## src/rtl/macci_multi.sv

```systemverilog
// rtl/macci_multi.sv - multi-accumulator MAC custom instruction with pipelined multiplier
// Optional saturating arithmetic and sticky sat flag (opcode 7) when MACCI_SAT_EN is defined.
module macci_multi #(
    parameter int ACC_W   = 48,
    parameter int NUM_ACC = 4,
    parameter int MUL_LAT = 2
) (
    input  logic        clk,
    input  logic        reset,
    input  logic        clk_en,
    input  logic [7:0]  n,
    input  logic        start,
    input  logic [31:0] dataa,
    input  logic [31:0] datab,
    output logic        done,
    output logic [31:0] result
);

`ifdef MACCI_SAT_EN
    localparam int PW = 64;
    localparam int WW = 66;
    localparam logic signed [65:0] ACC_MAX = (66'sd1 <<< (ACC_W - 1)) - 66'sd1;
    localparam logic signed [65:0] ACC_MIN = -(66'sd1 <<< (ACC_W - 1));
    localparam logic signed [ACC_W-1:0] RD_MAX = ACC_W'(64'sh7FFF_FFFF);
    localparam logic signed [ACC_W-1:0] RD_MIN = ACC_W'(-64'sh8000_0000);
`else
    localparam int PW = ACC_W;
    localparam int WW = ACC_W;
`endif

    typedef enum logic [1:0] {S_IDLE, S_MUL, S_FIN} state_t;

    state_t state_q, state_d;
    logic [2:0]  cnt_q, cnt_d;
    logic [2:0]  op_q, op_d;
    logic [4:0]  idx_q, idx_d;
    logic [31:0] result_q, result_d;
    logic signed [PW-1:0]    pipe_q [MUL_LAT];
    logic signed [PW-1:0]    pipe_d [MUL_LAT];
    logic signed [ACC_W-1:0] acc_q [NUM_ACC];
    logic signed [ACC_W-1:0] acc_d [NUM_ACC];
`ifdef MACCI_SAT_EN
    logic sat_q, sat_d;
    logic mul_clamp, rd_clamp;
`endif

    logic        accept, mul_done, rd_hit;
    logic [2:0]  op_in;
    logic [4:0]  idx_in;
    logic signed [PW-1:0]    a_ext, b_ext;
    logic signed [ACC_W-1:0] rd_acc, mul_acc, rd_shift, acc_new;
    logic signed [WW-1:0]    sum;
    logic [31:0] rd_val;

    function automatic logic is_mul(input logic [2:0] op);
        return (op == 3'd1) || (op == 3'd3) || (op == 3'd4);
    endfunction

    assign op_in    = n[2:0];
    assign idx_in   = n[7:3];
    assign accept   = start && clk_en && (state_q != S_MUL);
    assign mul_done = (state_q == S_MUL) && (cnt_q == 3'(MUL_LAT - 1));
    assign result   = result_q;

    always_ff @(posedge clk) begin
        if (reset) begin
            state_q <= S_IDLE;
            cnt_q   <= '0;
        end else if (clk_en) begin
            state_q <= state_d;
            cnt_q   <= cnt_d;
        end
    end

    // FIN accepts a new instruction exactly like IDLE
    always_comb begin
        state_d = state_q;
        cnt_d   = cnt_q;
        case (state_q)
            S_IDLE, S_FIN: begin
                if (accept) begin
                    state_d = is_mul(op_in) ? S_MUL : S_FIN;
                    cnt_d   = '0;
                end else begin
                    state_d = S_IDLE;
                end
            end
            S_MUL: begin
                if (mul_done) state_d = S_FIN;
                else          cnt_d   = cnt_q + 3'd1;
            end
            default: state_d = S_IDLE;
        endcase
    end

    always_comb begin
        done = (state_q == S_FIN);
    end

    always_comb begin
        rd_acc  = '0;
        rd_hit  = 1'b0;
        mul_acc = '0;
        for (int i = 0; i < NUM_ACC; i++) begin
            if (idx_in == 5'(i)) begin
                rd_acc = acc_q[i];
                rd_hit = 1'b1;
            end
            if (idx_q == 5'(i)) mul_acc = acc_q[i];
        end
    end

    always_comb begin
        a_ext     = PW'($signed(dataa));
        b_ext     = PW'($signed(datab));
        pipe_d[0] = a_ext * b_ext;
        for (int k = 1; k < MUL_LAT; k++) pipe_d[k] = pipe_q[k-1];
    end

    always_comb begin
        case (op_q)
            3'd1:    sum = WW'(mul_acc) + WW'(pipe_q[MUL_LAT-1]);
            3'd4:    sum = WW'(mul_acc) - WW'(pipe_q[MUL_LAT-1]);
            default: sum = WW'(pipe_q[MUL_LAT-1]);
        endcase
        rd_shift = rd_acc >>> datab[5:0];
`ifdef MACCI_SAT_EN
        mul_clamp = 1'b1;
        rd_clamp  = 1'b1;
        if (sum > ACC_MAX)      acc_new = ACC_W'(ACC_MAX);
        else if (sum < ACC_MIN) acc_new = ACC_W'(ACC_MIN);
        else begin
            acc_new   = ACC_W'(sum);
            mul_clamp = 1'b0;
        end
        if (rd_shift > RD_MAX)      rd_val = 32'h7FFF_FFFF;
        else if (rd_shift < RD_MIN) rd_val = 32'h8000_0000;
        else begin
            rd_val   = 32'(rd_shift);
            rd_clamp = 1'b0;
        end
`else
        acc_new = sum;
        rd_val  = 32'(rd_shift);
`endif
    end

    always_comb begin
        op_d     = op_q;
        idx_d    = idx_q;
        result_d = result_q;
        for (int i = 0; i < NUM_ACC; i++) acc_d[i] = acc_q[i];
`ifdef MACCI_SAT_EN
        sat_d = sat_q;
`endif
        // Out-of-range indices match no accumulator, so writes simply drop
        if (mul_done) begin
            for (int i = 0; i < NUM_ACC; i++) begin
                if (idx_q == 5'(i)) begin
                    acc_d[i] = acc_new;
`ifdef MACCI_SAT_EN
                    if (mul_clamp) sat_d = 1'b1;
`endif
                end
            end
        end
        if (accept) begin
            op_d  = op_in;
            idx_d = idx_in;
            case (op_in)
                3'd2, 3'd5: begin
                    result_d = rd_hit ? rd_val : 32'd0;
`ifdef MACCI_SAT_EN
                    if (rd_hit && rd_clamp) sat_d = 1'b1;
`endif
                    if (op_in == 3'd2) begin
                        for (int i = 0; i < NUM_ACC; i++)
                            if (idx_in == 5'(i)) acc_d[i] = '0;
                    end
                end
                3'd6: begin
                    for (int i = 0; i < NUM_ACC; i++) acc_d[i] = '0;
`ifdef MACCI_SAT_EN
                    sat_d = 1'b0;
`endif
                end
`ifdef MACCI_SAT_EN
                3'd7: result_d = {31'b0, sat_q};
`endif
                default: ;
            endcase
        end
    end

    always_ff @(posedge clk) begin
        if (reset) begin
            op_q     <= '0;
            idx_q    <= '0;
            result_q <= '0;
            for (int i = 0; i < NUM_ACC; i++) acc_q[i] <= '0;
            for (int k = 0; k < MUL_LAT; k++) pipe_q[k] <= '0;
`ifdef MACCI_SAT_EN
            sat_q <= 1'b0;
`endif
        end else if (clk_en) begin
            op_q     <= op_d;
            idx_q    <= idx_d;
            result_q <= result_d;
            for (int i = 0; i < NUM_ACC; i++) acc_q[i] <= acc_d[i];
            for (int k = 0; k < MUL_LAT; k++) pipe_q[k] <= pipe_d[k];
`ifdef MACCI_SAT_EN
            sat_q <= sat_d;
`endif
        end
    end

endmodule

```

## config.mk

```make
export PLATFORM = sky130hd
export DESIGN_NAME = macci_multi
export DESIGN_NICKNAME = d
export VERILOG_FILES = /design/src/rtl/macci_multi.sv
export SDC_FILE = /design/constraint.sdc
export NUM_CORES = 2
export LEC_CHECK = 0
export ABC_AREA = 0
export BUFFER_PORTS_ARGS = -buffer_cell sky130_fd_sc_hd__buf_2
export CAP_MARGIN = 10
export CORE_AREA = 2 2 305 307
export DETAILED_ROUTE_END_ITERATION = 16
export DIE_AREA = 0 0 307 309
export PLACE_DENSITY = 0.79
export REMOVE_ABC_BUFFERS = 1
export SYNTH_ARGS = -nofsm -noshare
export SYNTH_HDL_FRONTEND = slang
export SYNTH_SLANG_ARGS = --single-unit
```

## constraint.sdc

```tcl
create_clock -name clk -period 10.85 [get_ports clk]
set_input_delay 0.5425 -clock clk [delete_from_list [all_inputs] [get_ports clk]]
set_output_delay 0.5425 -clock clk [all_outputs]
set_load 0.03 [all_outputs]
```

==> key figures <==
Run status
  • Status: complete, no violations

Worst setup path
  • Critical Path Sink Type: flop
  • Max incr delay on CP: approximately 0.63 ns
  • Worst path slowest cell: buf_2
  • Crit path launch type: input port
  • Crit-path max FO: 31
  • Crit path DAT: between 8 and 9 ns
  • Crit path required time: approximately 11 ns
  • Most frequent cell on the critical path: fa_1
  • Family with the most delay on the worst path: adder cells
  • CP Class: input port to flop
  • Buf/Inv on CP: 6

Clock tree
  • Root Driver: clkbuf_16
  • Num CTS Buffers: 39
  • Clock Path Buffers: 3
  • Post-cts sizing count: 0
  • Clock-pin slew on the worst setup and hold paths: 0.05 ns
  • Clk sinks: 333
  • CTS tree: yes
  • Skew-Pair Late Insertion Delay: 0.59 ns
  • Setup repair bufs after CTS: 0
  • Htree depth: 2
  • Hold-fix buffers, CTS: 0

STA
  • Max-slew headroom: 0.138
  • Final setup vio count: 0
  • Final worst slack: ~2.7 ns
  • Endpoints failing hold: 0
  • Min cycle time layout: roughly 8 ns
  • RSZ-0062 raised after global routing: no
  • Clock Skew: 0.0371 ns
  • Worst-Margin Slew: about 1.3 ns
  • Worst Hold Slack: approximately 0.25 ns
  • Final-report max-slew violation count: 0
  • Fin crit share: 0.752
  • Final TNS setup: 0 ns
  • Fmax: approximately 120 MHz

Final layout
  • Area Growth Syn to Fin: 4.20%
  • Final Cell Area: 0.0548 sq mm
  • Layout cells sized above 1: 0.0603
  • Multi-input combinational cell area: slightly below 0.04 sq mm
  • Layout Nets: ~6700
  • Fill count: around 7700
  • Register area: between 0.009 and 0.01 sq mm

GRT
  • Global Route Usage Sum: 0.324
  • Met1 Use GR: 0.419
  • First-pass GRT wire length: around 240 mm
  • GR peak layer: met2
  • Gr ovfl total: 0
  • Number of global-route vias before repair: 43400
  • Global Route met3 Usage: 0.0682
  • M2 GR Usage: 0.529
  • Initial antenna violation count: 3
  • Largest net degree at the start of global routing: slightly above 80

Route
  • Detail Route Antenna Nets: 0
  • Iteration-0 DRC Markers: slightly above 5000
  • WL final: 152 mm
  • DR vias: about 43000
  • Drt pass-1 iters: 9
  • DRC viols: 0
  • Via density: 6.24
  • Wire length per cell: 22.3 microns

Place
  • Placer's final routability congestion estimate: approximately 1.0
  • Placed Instance Area: between 0.05 and 0.06 sq mm
  • I/O Buffers: about 110
  • Post-Place Setup Slack: 2.23 ns
  • Hpwl dp: around 110 mm

Synth
  • Post-synth EDFFs: 288
  • Cell count after synthesis: just under 6000
  • Synthesized flop and latch total: roughly 330
  • Syn Area/Cell: between 9 and 10 sq um
  • Most used flip-flop cell after synthesis: edfxtp_1
  • Ys async rst share: 0
  • Synth area leader: fa_1
  • Post-synth top area share: 0.320
  • Sequential fraction of the synthesis area: 0.182
  • Yosys warns: 0
  • Netlist Area Pre-Place: between 0.05 and 0.06 sq mm
  • Unique masters post-synth: 88
  • Synth top area cells: fa_1 32%, edfxtp_1 16%, inv_1 5.8%

Worst hold path
  • Hold crit path type: input port to flop

Die
  • Boundary Pins: roughly 110
  • Initial Utilization: 0.575
  • Die Wd: 307 microns
  • Total die area: between 0.09 and 0.1 sq mm
  • Placement Rows: roughly 110
  • Die Y: slightly above 300 microns
  • Core box area: ~0.09 sq mm

Job
  • MaxCap Viol Count: 0
[state kept, by name, summed over array words and instances (netlist names)]
| name | count |
|---|---|
| acc_q | 192 |
| pipe_q | 96 |
| state_q | 2 |
| result | 32 |
| op_q | 3 |
| cnt_q | 3 |
| idx_q | 5 |
[metrics by stage]
| stage | util | std cells |
|---|---|---|
| finish | 0.599 | 6812 |
| global route | 0.599 | 6811 |
| detailed placement | 0.586 | 6739 |
| global placement | 0.586 | 6739 |
| floorplan | - | 5400 |
| CTS | 0.599 | 6810 |
[metal layers]
layer / vias up / part of all wire
li1: 18300 / -
met5: - / 0.000086
met3: 434 / 0.12
met2: 2570 / 0.47
met4: 2 / 0.046
met1: 21200 / 0.37
[layout by cell type (no fill, tap or decap), types with 104 or more instances in the layout]
cell type  Yosys  final
and2_1       487    486
a211oi_1     110    110
o21ai_0      176    172
edfxtp_1     288    288
inv_1        819    819
fa_1         840    840
a21oi_1      249    249
buf_2         14    108
nand2_1      722    721
ha_1         217    217
nor2_1       394    393
nor3_1       106    104
[cell type report]
cell class,count,area share
clock inverters,17,0.00267
well taps,1186,0.0271
clock buffers,54,0.0197
multi-input cells,4246,0.704
repair buffers,154,0.0162
flip-flops and latches,333,0.174
diodes,1,0.0000457
inverters,821,0.0563
[worst paths after layout]
kind / startpoint / endpoint / slack (ns) / depth (start not counted)
setup / recovery: datab[2] / pipe_q[0][45] / 2.69 / 25
hold / removal: n[1] / op_q[1] / 0.25 / 3
setup reg to reg: pipe_q[0][50] / acc_q[3][44] / 4.13 / 17
hold reg to reg: result[16] / result[16] / 0.44 / 2
[cells in the mapped netlist, types with 27 or more instances]
| cell | n |
|---|---|
| nor3_1 | 106 |
| mux4_2 | 50 |
| xnor2_1 | 90 |
| and2_1 | 487 |
| nand2b_1 | 30 |
| a22oi_1 | 30 |
| mux2_2 | 29 |
| nor2_1 | 394 |
| a211oi_1 | 110 |
| edfxtp_1 | 288 |
| mux2i_1 | 94 |
| o21ai_0 | 176 |
| inv_1 | 819 |
| a21oi_1 | 249 |
| o21a_1 | 40 |
| a21o_1 | 51 |
| nand3_1 | 92 |
| xor2_1 | 70 |
| a31oi_1 | 35 |
| dfxtp_1 | 45 |
| nand2_1 | 722 |
| fa_1 | 840 |
| buf_1 | 27 |
| ha_1 | 217 |
| clkbuf_1 | 332 |
[tightest hold or removal path: stages]
cell	delay (ns)
buf_2	0.13
nand2_1	0.06
a21oi_1	0.05
[cell families after synthesis]
kind of cell | share of synthesized area
AND/OR/NAND/NOR | 0.179
XOR/XNOR | 0.0267
adder cells (fa/ha/maj) | 0.372
multiplexers | 0.0455
AO/OA/AOI/OAI | 0.108
buffers and inverters | 0.0872
flip-flops | 0.182
Power is not shown: default switching activity piles up to over one toggle a cycle in this logic, so the estimate is an artifact.
